===== src/rtl/req_tag_alloc_if.sv =====
// Tag allocator bus: offer/accept handshake, completion beats and status.
`default_nettype none
`timescale 1ns/1ps
interface req_tag_alloc_if #(
  parameter int TAG_WIDTH = 3
);
  logic                 alloc_vld;
  logic [TAG_WIDTH-1:0] alloc_tag;
  logic                 alloc_rdy;
  logic                 cpl_vld;
  logic                 cpl_done;
  logic [TAG_WIDTH-1:0] cpl_tag;
  logic [TAG_WIDTH:0]   outstanding;
  logic                 all_idle;
  logic                 rel_err;

  modport master (
    output alloc_vld, alloc_tag, outstanding, all_idle, rel_err,
    input  alloc_rdy, cpl_vld, cpl_done, cpl_tag
  );

  modport slave (
    input  alloc_vld, alloc_tag, outstanding, all_idle, rel_err,
    output alloc_rdy, cpl_vld, cpl_done, cpl_tag
  );
endinterface
`default_nettype wire


===== src/rtl/req_tag_alloc.sv =====
// req_tag_alloc: round-robin tag allocator with registered offer and
// release-on-final-completion, outstanding count and illegal-release flag.
`default_nettype none
`timescale 1ns/1ps
module req_tag_alloc #(
  parameter int TAG_COUNT = 8,
  parameter int TAG_WIDTH = $clog2(TAG_COUNT)
) (
  input  logic           clk,
  input  logic           rst_n,
  req_tag_alloc_if.master bus
);

  logic [TAG_COUNT-1:0] free_q, free_d;
  logic                 offer_vld_q, offer_vld_d;
  logic [TAG_WIDTH-1:0] offer_tag_q, offer_tag_d;
  logic [TAG_WIDTH-1:0] rr_ptr_q, rr_ptr_d;
  logic [TAG_WIDTH:0]   outstanding_q, outstanding_d;
  logic                 rel_err_q, rel_err_d;

  logic                 fire;
  logic                 cpl_last;
  logic                 tag_in_range;
  logic                 tag_is_free;
  logic                 rel_legal;
  logic                 any_free;
  logic                 load;
  logic [TAG_WIDTH-1:0] pick;

  assign fire     = offer_vld_q && bus.alloc_rdy;
  assign cpl_last = bus.cpl_vld && bus.cpl_done;

  always_comb begin
    tag_in_range = 1'b0;
    tag_is_free  = 1'b0;
    for (int j = 0; j < TAG_COUNT; j++) begin
      if (bus.cpl_tag == TAG_WIDTH'(j)) begin
        tag_in_range = 1'b1;
        tag_is_free  = free_q[j];
      end
    end
  end

  // The offered tag is already cleared in the free map, so it must be
  // excluded explicitly or a release could reclaim it before acceptance.
  assign rel_legal = cpl_last && tag_in_range && !tag_is_free &&
                     !(offer_vld_q && (offer_tag_q == bus.cpl_tag));

  // Rotating priority: first pass from rr_ptr to the top, then wrap to 0.
  always_comb begin
    any_free = 1'b0;
    pick     = '0;
    for (int j = 0; j < TAG_COUNT; j++) begin
      if (!any_free && free_q[j] && (j >= int'(rr_ptr_q))) begin
        any_free = 1'b1;
        pick     = TAG_WIDTH'(j);
      end
    end
    for (int j = 0; j < TAG_COUNT; j++) begin
      if (!any_free && free_q[j] && (j < int'(rr_ptr_q))) begin
        any_free = 1'b1;
        pick     = TAG_WIDTH'(j);
      end
    end
  end

  assign load = (!offer_vld_q || fire) && any_free;

  always_comb begin
    free_d        = free_q;
    offer_vld_d   = offer_vld_q;
    offer_tag_d   = offer_tag_q;
    rr_ptr_d      = rr_ptr_q;
    outstanding_d = outstanding_q;
    rel_err_d     = cpl_last && !rel_legal;

    for (int j = 0; j < TAG_COUNT; j++) begin
      if (load && (pick == TAG_WIDTH'(j))) begin
        free_d[j] = 1'b0;
      end
      if (rel_legal && (bus.cpl_tag == TAG_WIDTH'(j))) begin
        free_d[j] = 1'b1;
      end
    end

    if (load) begin
      offer_vld_d = 1'b1;
      offer_tag_d = pick;
      rr_ptr_d    = (int'(pick) == TAG_COUNT - 1) ? '0 : pick + 1'b1;
    end else if (fire) begin
      offer_vld_d = 1'b0;
    end

    if (fire && !rel_legal) begin
      outstanding_d = outstanding_q + 1'b1;
    end else if (!fire && rel_legal) begin
      outstanding_d = outstanding_q - 1'b1;
    end
  end

  always_ff @(posedge clk or negedge rst_n) begin
    if (!rst_n) begin
      free_q        <= '1;
      offer_vld_q   <= 1'b0;
      offer_tag_q   <= '0;
      rr_ptr_q      <= '0;
      outstanding_q <= '0;
      rel_err_q     <= 1'b0;
    end else begin
      free_q        <= free_d;
      offer_vld_q   <= offer_vld_d;
      offer_tag_q   <= offer_tag_d;
      rr_ptr_q      <= rr_ptr_d;
      outstanding_q <= outstanding_d;
      rel_err_q     <= rel_err_d;
    end
  end

  assign bus.alloc_vld   = offer_vld_q;
  assign bus.alloc_tag   = offer_tag_q;
  assign bus.outstanding = outstanding_q;
  assign bus.all_idle    = (outstanding_q == '0);
  assign bus.rel_err     = rel_err_q;

endmodule
`default_nettype wire

===== src/flat_wrapper.sv =====
// flat-port wrapper written by rule: the top's interface ports become plain ports
module req_tag_alloc_flat 
#(
  parameter int TAG_COUNT = 8,
  parameter int TAG_WIDTH = $clog2(TAG_COUNT)
)
  (clk, rst_n, bus_alloc_vld, bus_alloc_tag, bus_outstanding, bus_all_idle, bus_rel_err, bus_alloc_rdy, bus_cpl_vld, bus_cpl_done, bus_cpl_tag);
  req_tag_alloc_if #(.TAG_WIDTH(TAG_WIDTH)) bus_i ();
  input  logic clk;
  input  logic rst_n;
  output wire logic [$bits(bus_i.alloc_vld)-1:0] bus_alloc_vld;
  output wire logic [$bits(bus_i.alloc_tag)-1:0] bus_alloc_tag;
  output wire logic [$bits(bus_i.outstanding)-1:0] bus_outstanding;
  output wire logic [$bits(bus_i.all_idle)-1:0] bus_all_idle;
  output wire logic [$bits(bus_i.rel_err)-1:0] bus_rel_err;
  input wire logic [$bits(bus_i.alloc_rdy)-1:0] bus_alloc_rdy;
  input wire logic [$bits(bus_i.cpl_vld)-1:0] bus_cpl_vld;
  input wire logic [$bits(bus_i.cpl_done)-1:0] bus_cpl_done;
  input wire logic [$bits(bus_i.cpl_tag)-1:0] bus_cpl_tag;
  assign bus_alloc_vld = bus_i.alloc_vld;
  assign bus_alloc_tag = bus_i.alloc_tag;
  assign bus_outstanding = bus_i.outstanding;
  assign bus_all_idle = bus_i.all_idle;
  assign bus_rel_err = bus_i.rel_err;
  assign bus_i.alloc_rdy = bus_alloc_rdy;
  assign bus_i.cpl_vld = bus_cpl_vld;
  assign bus_i.cpl_done = bus_cpl_done;
  assign bus_i.cpl_tag = bus_cpl_tag;
  req_tag_alloc #(.TAG_COUNT(TAG_COUNT), .TAG_WIDTH(TAG_WIDTH)) u_core (.clk(clk), .rst_n(rst_n), .bus(bus_i));
endmodule

===== config.mk =====
export PLATFORM = sky130hd
export DESIGN_NAME = req_tag_alloc_flat
export DESIGN_NICKNAME = d
export VERILOG_FILES = /design/src/rtl/req_tag_alloc_if.sv /design/src/rtl/req_tag_alloc.sv /design/src/flat_wrapper.sv
export SDC_FILE = /design/constraint.sdc
export NUM_CORES = 1
export LEC_CHECK = 0
export BUFFER_PORTS_ARGS = -buffer_cell sky130_fd_sc_hd__buf_2
export CELL_PAD_IN_SITES_DETAIL_PLACEMENT = 0
export CELL_PAD_IN_SITES_GLOBAL_PLACEMENT = 1
export CORE_MARGIN = 2
export CORE_UTILIZATION = 44
export CTS_CLUSTER_DIAMETER = 60
export CTS_CLUSTER_SIZE = 12
export DETAILED_ROUTE_END_ITERATION = 8
export PLACE_DENSITY_LB_ADDON = 0.1
export RECOVER_POWER = 50
export SETUP_SLACK_MARGIN = 0.2
export SLEW_MARGIN = 10
export SYNTH_ARGS = -nofsm -noshare
export SYNTH_HDL_FRONTEND = slang
export SYNTH_SLANG_ARGS = --single-unit

===== constraint.sdc =====
create_clock -name clk -period 3 [get_ports clk]
set_clock_uncertainty 0.05 [all_clocks]
set_input_delay 0.45 -clock clk [delete_from_list [all_inputs] [get_ports clk]]
set_output_delay 0.45 -clock clk [all_outputs]
set_load 0.05 [all_outputs]

==> results.cfg, run 1 <==
[run_status]
outcome = finished, final reports clean

[yosys]
synthXorXnorAreaFrac = 0.0411
synth-simple-area-share = 0.178
synthAdderAreaFrac = 0.0721
synth_common_cells = inv_1, nand2_1, o21ai_0
synth.distinct_cells = 53
seq_area_frac_synth = 0.342
avgSynthCellArea_um2 = 9.10
syn-num-nets = 180
netlist_instances = 164
syn_area_um2 = 1490
synthArstFlopShare = 1.00
yosys.area.top_type = dfrtp_1
synth_area_leaders = dfrtp_1, dfstp_2, ha_1
synth_compound_area_frac = 0.259
synth_top_family_by_area = compound AO/OA/AOI/OAI gates
synth-edff-count = 0
yosysWarnings = 0
yosys.area.top_type_share = 0.201
ys.flop_type = dfrtp_1
synthMuxAreaShare = 0.0377
ys_seq_elements = 20

[placed_design]
dp_hpwl_um = 2720
dp_cells = 220
port-buffer-count = 17
place_area_um2 = 1610
gp_congestion = 0.860

[setup_path]
critical_path_class = reg2reg
r2r_start = u_core.rr_ptr_q[0]
ff2ff_path_depth = 10
end_kind = register
crit_path_start_kind = register
cp_max_fo = 11
crit_arrival_ps = 2820
crit_slowest_cell = dfrtp_1
rrSetupSlack_ps = 380
cp_cell_sequence = o31a_1 -> a2111oi_4 -> nand4_4 -> o22a_1 -> inv_1 -> ha_1 -> ha_1 -> inv_1 -> o21ai_0 -> o21ai_0
worst_path_largest_cell_delay_ps = 510
cp.required_ps = 3200
rr_endpoint = u_core.free_q[3]

[timing]
tns_ps = 0
relSlewSlack = 0.258
setup_viol = 0
maxSlewViolCount = 0
hold_viol = 0
worst_pin_slew_ps = 1110
period_needed_ps = 2620
rsz0062_at_grt = false
fmax_mhz = 382
fin_crit_sh = 0.874

[cts]
h-tree-depth = 1
clock-sinks = 20
postCtsSetupRepairBufs = 0
ctsHoldBuffers = 0
cts_buffers = 3
cts_tree = yes
clock_latency_ps = 320
cts_root_buffer = clkbuf_4
cts.path.max_buffers = 2
clk_pin_slew_ps = 130

[layout]
stdcell_count = 224
area_growth_syn_to_layout_pct = 11.1
nets = 195
fin_area_um2 = 1660
drive_above_1_share = 0.219
diodes = 0

[floorplan]
initial_utilization = 0.454
die-area_um2 = 3870
coreArea_um2 = 3280
die_x_um = 62.2
rows = 21
io_pins = 18
fp.dieH_um = 62.2

[global_route]
grt_max_degree = 21
grt_overflow_total = 0
grt_usage = 0.195
grt_pass1_wl_um = 6110
grt_pass1_vias = 1293
antenna_found_initial = 0

[route]
dr_total_vias = 1315
wl_met3_um = 137
wl_per_cell_um = 15.9
drtPass1Iterations = 4
routed.top_layer = met4
dr_wl_met2_um = 1680
drcViolationCount = 0
wirelength_met1_um = 1670
viasPerCell = 5.87
ant_nets = 0
routed_wl_um = 3570
drtIter0Drc = 79

[worst_hold_path]
hold_path.class = in2async

[power]
pwr_density_cell_nw_per_um2 = 1320
max-vdd-ir-drop_v = 0.000549
total_leakage_power_nw = 0.679

[job]
maxCapViolCount = 0
[cells by family (layout without fill, tap and decap cells)]
| logic type | count (synthesis) | count (layout) |
|---|---|---|
| compound gates | 52 | 52 |
| simple gates | 49 | 49 |
| buf+inv | 24 | 38 |
| flops | 20 | 20 |
| fa+ha+maj | 8 | 8 |
| xor+xnor | 7 | 7 |
| mux | 4 | 4 |
[sequential cells by signal (all words and copies together) (netlist names)]
name                    flops
u_core.bus.alloc_tag        3
u_core.bus.outstanding      4
u_core.free_q               8
u_core.bus.rel_err          1
u_core.bus.alloc_vld        1
u_core.rr_ptr_q             3
[stage by stage]
| stage | utilization | hold WS (ps) | power (mW) | worst slack (ps) |
|---|---|---|---|---|
| 6_report | 0.505 | 253 | 2.18 | 379 |
| 5_1_grt | 0.505 | 316 | 2.35 | 223 |
| 4_1_cts | 0.506 | 24.0 | 2.19 | 340 |
| 3_5_place_dp | 0.490 | 377 | 1.95 | 122 |
| 3_3_place_gp | 0.490 | 369 | 1.92 | 221 |
| 2_1_floorplan | - | 104 | 1.65 | 235 |
[where the power goes]
part	internal [mW]	switching [mW]
Combinational	0.509	0.787
Clock	0.135	0.0951
Sequential	0.433	0.224
[metal layers]
layer	track usage	vias to the layer above
met2	0.310	35
met5	0	-
met1	0.275	647
met3	0.0236	9
met4	0.0722	0
li1	-	624
[how the worst max path moves through the flow]
stage,start,end,slack (ps)
4_1_cts,u_core.rr_ptr_q[1],u_core.free_q[3],340
3_3_place_gp,bus_cpl_tag[0],u_core.bus.outstanding[3],220
3_5_place_dp,bus_cpl_tag[0],u_core.bus.outstanding[3],120
5_1_grt,u_core.rr_ptr_q[0],u_core.free_q[3],220
6_report,u_core.rr_ptr_q[0],u_core.free_q[3],380
2_1_floorplan,bus_cpl_tag[0],u_core.bus.outstanding[3],240
[layout by cell type (no fill, tap or decap), types with 2 or more instances in the layout]
cell type,instances
dfrtp_1,11
and3_1,2
nor2_1,9
a21boi_0,2
nand4_1,4
clkbuf_1,6
a21oi_1,10
mux2_2,3
o21ai_0,13
nand3_1,5
o2bb2ai_1,2
a22o_1,2
ha_1,7
inv_1,13
nor4_1,2
nor3_1,2
xnor2_1,6
buf_2,11
o22ai_1,3
buf_4,4
o21ai_1,2
clkbuf_4,3
and2_1,2
a2bb2oi_1,2
nand2_1,13
nor2b_1,3
dfstp_2,8
[cell type report]
type                            count  area [um2]
Sequential cell                    20         512
Inverter                           13        48.8
Clock buffer                        3        22.5
Fill cell                         322        1630
Tap cell                           46        57.6
Clock inverter                      1        30.0
Timing Repair Buffer               21         108
Multi-Input combinational cell    120         881
[what timing repair did]
action	CTS	global route
gates resized for setup	0	2
setup endpoints to repair	0	3
endpoints found under the hold margin	0	0
[critical path, delay by kind of cell, from the launching register on]
kind | cells | cell delay, ps
AO/OA/AOI/OAI | 5 | 1270
AND/OR/NAND/NOR | 1 | 190
adder cells (fa/ha/maj) | 2 | 350
buffers and inverters | 2 | 170
flip-flops | 1 | 510
Power figures use the tool's default switching activity.
==> run 2: changes to the inputs <==
--- a/config.mk
+++ b/config.mk
@@ -8,7 +8,6 @@
 export BUFFER_PORTS_ARGS = -buffer_cell sky130_fd_sc_hd__buf_2
 export CELL_PAD_IN_SITES_DETAIL_PLACEMENT = 0
 export CELL_PAD_IN_SITES_GLOBAL_PLACEMENT = 1
-export CORE_MARGIN = 2
 export CORE_UTILIZATION = 44
 export CTS_CLUSTER_DIAMETER = 60
 export CTS_CLUSTER_SIZE = 12
==> run 2 against run 1 <==
Against the previous run:
- worst setup slack improved by 8.0 ps
- sequential power decreased by 0.8%
- clock power shrank 3%
- power up 0.12%
- combinational power barely moved
- largest cell class unchanged
- largest power group unchanged
==> results.cfg, run 2 (synthesis results as in run 1) <==
[run_status]
outcome = finished, final reports clean

[floorplan]
die_x_um = 60.2
initial_utilization = 0.477
coreArea_um2 = 3130
rows = 20
fp.dieH_um = 60.2
die-area_um2 = 3630
io_pins = 18

[route]
dr_total_vias = 1279
drcViolationCount = 0
wl_per_cell_um = 15.8
drtPass1Iterations = 4
drtIter0Drc = 47
viasPerCell = 5.76
routed_wl_um = 3510
ant_nets = 0

[setup_path]
r2r_start = u_core.rr_ptr_q[0]
end_kind = register
crit_start = u_core.rr_ptr_q[0]
cp_max_fo = 11
crit_arrival_ps = 2800
crit_path_start_kind = register
cp.required_ps = 3190
critical_path_class = reg2reg

[global_route]
grt_pass1_wl_um = 5910
grt_pass1_vias = 1253
antenna_found_initial = 0
grt_max_degree = 21
grt_usage = 0.228
grt_overflow_total = 0

[timing]
hold_viol = 0
tns_ps = 0
relSlewSlack = 0.281
setup_viol = 0
maxSlewViolCount = 0
worst_pin_slew_ps = 1080
period_needed_ps = 2610
hold_ws_ps = 249
rsz0062_at_grt = false
fmax_mhz = 383
fin_crit_sh = 0.871

[layout]
fin_area_um2 = 1660
largest_reg_flops = 8
stdcell_count = 222
diodes = 0
seqCellArea_um2 = 512
regMostFlops = u_core.free_q
n_fill_cell = 307
drive_above_1_share = 0.219
final_cell_mix = inv_1, nand2_1, o21ai_0
multi_input_area_um2 = 881
area_growth_syn_to_layout_pct = 11.0
nets = 195

[placed_design]
place_area_um2 = 1610
dp_cells = 218
port-buffer-count = 17
dp_hpwl_um = 2720
gp_congestion = 0.855

[power]
swShare = 0.506
total_leakage_power_nw = 0.681
max-vdd-ir-drop_v = 0.000554
p_int_mw = 1.08
seqPwrFrac = 0.298
share_comb_of_total_power = 0.599
power.switching_mw = 1.11
pwr-share-clk = 0.103
pwr_density_cell_nw_per_um2 = 1320

[cts]
clock_latency_ps = 310
clock-sinks = 20
cts_buffers = 3
cts_tree = yes
ctsHoldBuffers = 0
clk_pin_slew_ps = 120
cts.path.max_buffers = 2
h-tree-depth = 1
cts_root_buffer = clkbuf_4

[worst_hold_path]
hold_path.class = in2async

[job]
maxCapViolCount = 0
-- run 2: worst paths after layout --
path / depth (start not counted) / slack, ps / end
worst min-delay path: 1 / 250 / u_core.bus.outstanding[2]
worst max-delay path: 10 / 390 / u_core.free_q[3]
min in group clk: 2 / 330 / u_core.bus.rel_err
worst min register to register: 1 / 460 / u_core.bus.outstanding[3]
worst max register to register: 10 / 390 / u_core.free_q[3]
max in group asynchronous: 1 / 1930 / u_core.rr_ptr_q[0]
-- run 2: repair_timing --
action	in CTS	in global routing
gates resized for setup	0	2
setup buffers	0	0
endpoints found under the setup margin	0	5
endpoints found under the hold margin	0	0
-- run 2: per-layer routing --
metal	vias up	GRT usage	part of all wire
li1	622	-	-
met1	628	0.291	0.46
met2	27	0.388	0.50
met3	2	0.0476	0.035
met4	0	0.0565	0.0043
met5	-	0	0
-- run 2: area by class of cell --
type                            count  area share
Inverter                           13      0.0295
Clock inverter                      1      0.0181
Clock buffer                        3      0.0136
Sequential cell                    20       0.309
Tap cell                           44      0.0332
Timing Repair Buffer               21      0.0650
Multi-Input combinational cell    120       0.532
-- run 2: critical path, stage by stage, from the launching register on --
cell and delay [ps]:
dfrtp_2 500, o31a_1 350, a2111oi_4 270, nand4_4 190, o221a_2 340, inv_1 160
ha_1 200, ha_1 150, inv_1 50, o21ai_0 160, o21ai_0 120
-- run 2: power groups by stage --
stage | combinational (mW) | sequential, mW | clock [mW]
2_1_floorplan | 0.945 | 0.709 | 0
6_report | 1.31 | 0.652 | 0.224
3_3_place_gp | 1.29 | 0.642 | 0
4_1_cts | 1.32 | 0.648 | 0.229
3_5_place_dp | 1.31 | 0.653 | 0
5_1_grt | 1.45 | 0.677 | 0.242
-- run 2: stage by stage --
step                      power (mW)  setup WS [ps]   util
after CTS                       2.20            352  0.530
final                           2.19            387  0.530
after detailed placement        1.97            108  0.514
after floorplan                 1.65            235      -
after global routing            2.37            243  0.530
after global placement          1.93            208  0.514
==> run 3: changes to the inputs <==
--- a/config.mk
+++ b/config.mk
@@ -5,14 +5,16 @@
 export SDC_FILE = /design/constraint.sdc
 export NUM_CORES = 1
 export LEC_CHECK = 0
+export ABC_AREA = 1
 export BUFFER_PORTS_ARGS = -buffer_cell sky130_fd_sc_hd__buf_2
 export CELL_PAD_IN_SITES_DETAIL_PLACEMENT = 0
 export CELL_PAD_IN_SITES_GLOBAL_PLACEMENT = 1
-export CORE_UTILIZATION = 44
+export CORE_UTILIZATION = 42
 export CTS_CLUSTER_DIAMETER = 60
 export CTS_CLUSTER_SIZE = 12
 export DETAILED_ROUTE_END_ITERATION = 8
-export PLACE_DENSITY_LB_ADDON = 0.1
+export HOLD_SLACK_MARGIN = 0.06
+export PLACE_DENSITY = 0.87
 export RECOVER_POWER = 50
 export SETUP_SLACK_MARGIN = 0.2
 export SLEW_MARGIN = 10
==> run 3 against run 2 <==
Against the previous run:
- global-route usage is 0.81 points lower
- maximum frequency is 1.7% lower
- first-iteration DRC count is 47% higher
- synthesized cell count is 17% higher
- largest cell class unchanged
- highest routed layer unchanged
==> results.cfg, run 3 <==
[timing]
hold_ws_ps = 355
hold_viol = 0
period_needed_ps = 2660
maxSlewViolCount = 0
fin_crit_sh = 0.886
rsz0062_at_grt = false
relSlewSlack = 0.290
setup_viol = 0
fmax_mhz = 376
tns_ps = 0
worst_pin_slew_ps = 1070

[setup_path]
critical_path_class = reg2reg
rr_endpoint = u_core.bus.outstanding[3]
cp_cell_sequence = inv_2 -> nor4_2 -> a221oi_1 -> nand4_1 -> a21oi_1 -> and2_1 -> inv_2 -> ha_1 -> inv_1 -> ha_1 -> a21o_1 -> a21oi_2 -> nand2_1 -> nand2_1 -> nor2_1 -> xor2_1
crit_arrival_ps = 2810
worst_path_largest_cell_delay_ps = 590
crit_slowest_cell = dfstp_2
cp_max_fo = 4
ff2ff_path_depth = 16
r2r_start = u_core.free_q[1]
crit_start = u_core.free_q[1]
crit_end = u_core.bus.outstanding[3]
end_kind = register
critPathBufInv = 3
crit_path_start_kind = register
cp.required_ps = 3150
rrSetupSlack_ps = 340
crit_cells = 16
path_delay_family = simple AND/OR/NAND/NOR gates

[route]
ant_nets = 0
drtIter0Drc = 69
wl_per_cell_um = 13.0
drtPass1Iterations = 4
routed_wl_um = 3350
dr_total_vias = 1335
drcViolationCount = 0
viasPerCell = 5.19

[yosys]
syn_area_um2 = 1430
ys.flop_type = dfrtp_1
ys_seq_elements = 20
yosys.area.top_type_share = 0.209
netlist_instances = 192
synth_top_family_by_area = simple AND/OR/NAND/NOR gates
synth_common_cells = nand2_1, inv_1, nor2_1
synth_area_leaders = dfrtp_1, nand2_1, dfstp_2
synthMuxAreaShare = 0
synth-simple-area-share = 0.383
synthArstFlopShare = 1.00
synth_compound_area_frac = 0.0908
synth-edff-count = 0
avgSynthCellArea_um2 = 7.47
yosys.area.top_type = dfrtp_1
yosysWarnings = 0
syn-num-nets = 208
synth.distinct_cells = 34
post-synth-top-count-cell = nand2_1
synthXorXnorAreaFrac = 0.0244
seq_area_frac_synth = 0.356
synthAdderAreaFrac = 0.0750

[cts]
clk_pin_slew_ps = 120
cts_root_buffer = clkbuf_4
cts_tree = yes
cts.path.max_buffers = 2
cts_buffers = 3
clock-sinks = 20
clock_latency_ps = 300
h-tree-depth = 1

[layout]
final_cell_mix = nand2_1, inv_1, nor2_1
largest_reg_flops = 8
nets = 230
drive_above_1_share = 0.258
stdcell_count = 257
regMostFlops = u_core.free_q
diodes = 0
final_common_cell = nand2_1
area_growth_syn_to_layout_pct = 14.6
n_fill_cell = 327

[global_route]
grt_pass1_wl_um = 5930
grt_overflow_total = 0
grt_max_degree = 21
antenna_found_initial = 0
grt_usage = 0.219
grt_pass1_vias = 1357

[worst_hold_path]
hold_path.class = in2reg

[floorplan]
coreArea_um2 = 3150
die_x_um = 60.4
initial_utilization = 0.455
rows = 20
io_pins = 18
die-area_um2 = 3650
fp.dieH_um = 60.4

[placed_design]
dp_hpwl_um = 2760
port-buffer-count = 17
gp_congestion = 0.979
dp_cells = 252

[run_status]
outcome = finished, final reports clean

[job]
maxCapViolCount = 0
## run 3: cell types whose count changed in the layout (fill, tap and decap cells not counted), moves of 4 or more
cell     before  now
o21ai_1       2    7
xnor2_1       6    2
nand2_1      13   63
a21oi_1      10    2
nor2_1        9   13
nand3_1       5    9
o21ai_0      13    4
nor3_1        2    7
nand2_2       0    5
inv_2         0    8
## run 3: stage by stage
| stage | util | worst slack, ps | cell area, um2 |
|---|---|---|---|
| after global placement | 0.498 | 229 | 1570 |
| after global routing | 0.521 | 200 | 1640 |
| after detailed placement | 0.498 | 69.9 | 1570 |
| after floorplan | - | 224 | 1440 |
| final | 0.521 | 343 | 1640 |
| after CTS | 0.518 | 212 | 1630 |
## run 3: per-layer routing
layer,vias up,routed length (um),global-route usage
met5,-,0,0
met1,641,1440,0.251
met2,21,1760,0.424
li1,669,-,-
met4,0,39,0.0747
met3,4,112,0.0192
## run 3: worst min path at each step
stage                           endpoint  depth (start not counted)    startpoint
2_1_floorplan    u_core.bus.alloc_tag[0]                          0         rst_n
3_3_place_gp   u_core.bus.outstanding[2]                          1         rst_n
3_5_place_dp   u_core.bus.outstanding[1]                          1         rst_n
4_1_cts               u_core.bus.rel_err                          3  bus_cpl_done
5_1_grt               u_core.bus.rel_err                          3  bus_cpl_done
6_report              u_core.bus.rel_err                          3  bus_cpl_done
## run 3: final cells by class
| cell class | count | area, um2 | share of cell area |
|---|---|---|---|
| Multi-Input combinational cell | 147 | 838 | 0.510 |
| Sequential cell | 20 | 515 | 0.314 |
| Timing Repair Buffer | 19 | 95.1 | 0.0579 |
| Inverter | 23 | 86.3 | 0.0526 |
| Tap cell | 44 | 55.1 | 0.0335 |
| Clock inverter | 1 | 30.0 | 0.0183 |
| Clock buffer | 3 | 22.5 | 0.0137 |
## run 3: logic make-up after synthesis
group | after synthesis
AOI/OAI and AO/OA | 22
xor gates and xnor gates | 4
adders and majority gates | 8
buffers and inverters | 25
DFF | 20
and+or+nand+nor | 113
## run 3: timing repair
action | CTS | global route
resized for setup | 0 | 5
setup endpoints to repair | 0 | 1
hold buffers | 1 | 0
setup buffers | 0 | 0
endpoints found under the hold margin | 12 | 0
## run 3: worst reg2reg max path, cell delays in order (launching register included)
cell and delay [ps]:
dfstp_2 590, inv_2 80, nor4_2 220, a221oi_1 80, nand4_1 90, a21oi_1 40, and2_1 160, inv_2 50
ha_1 170, inv_1 90, ha_1 280, a21o_1 190, a21oi_2 150, nand2_1 80, nand2_1 60, nor2_1 40
xor2_1 130
Power of run 3 is not shown: default switching activity piles up to over one toggle a cycle in this logic, so the estimate is an artifact.
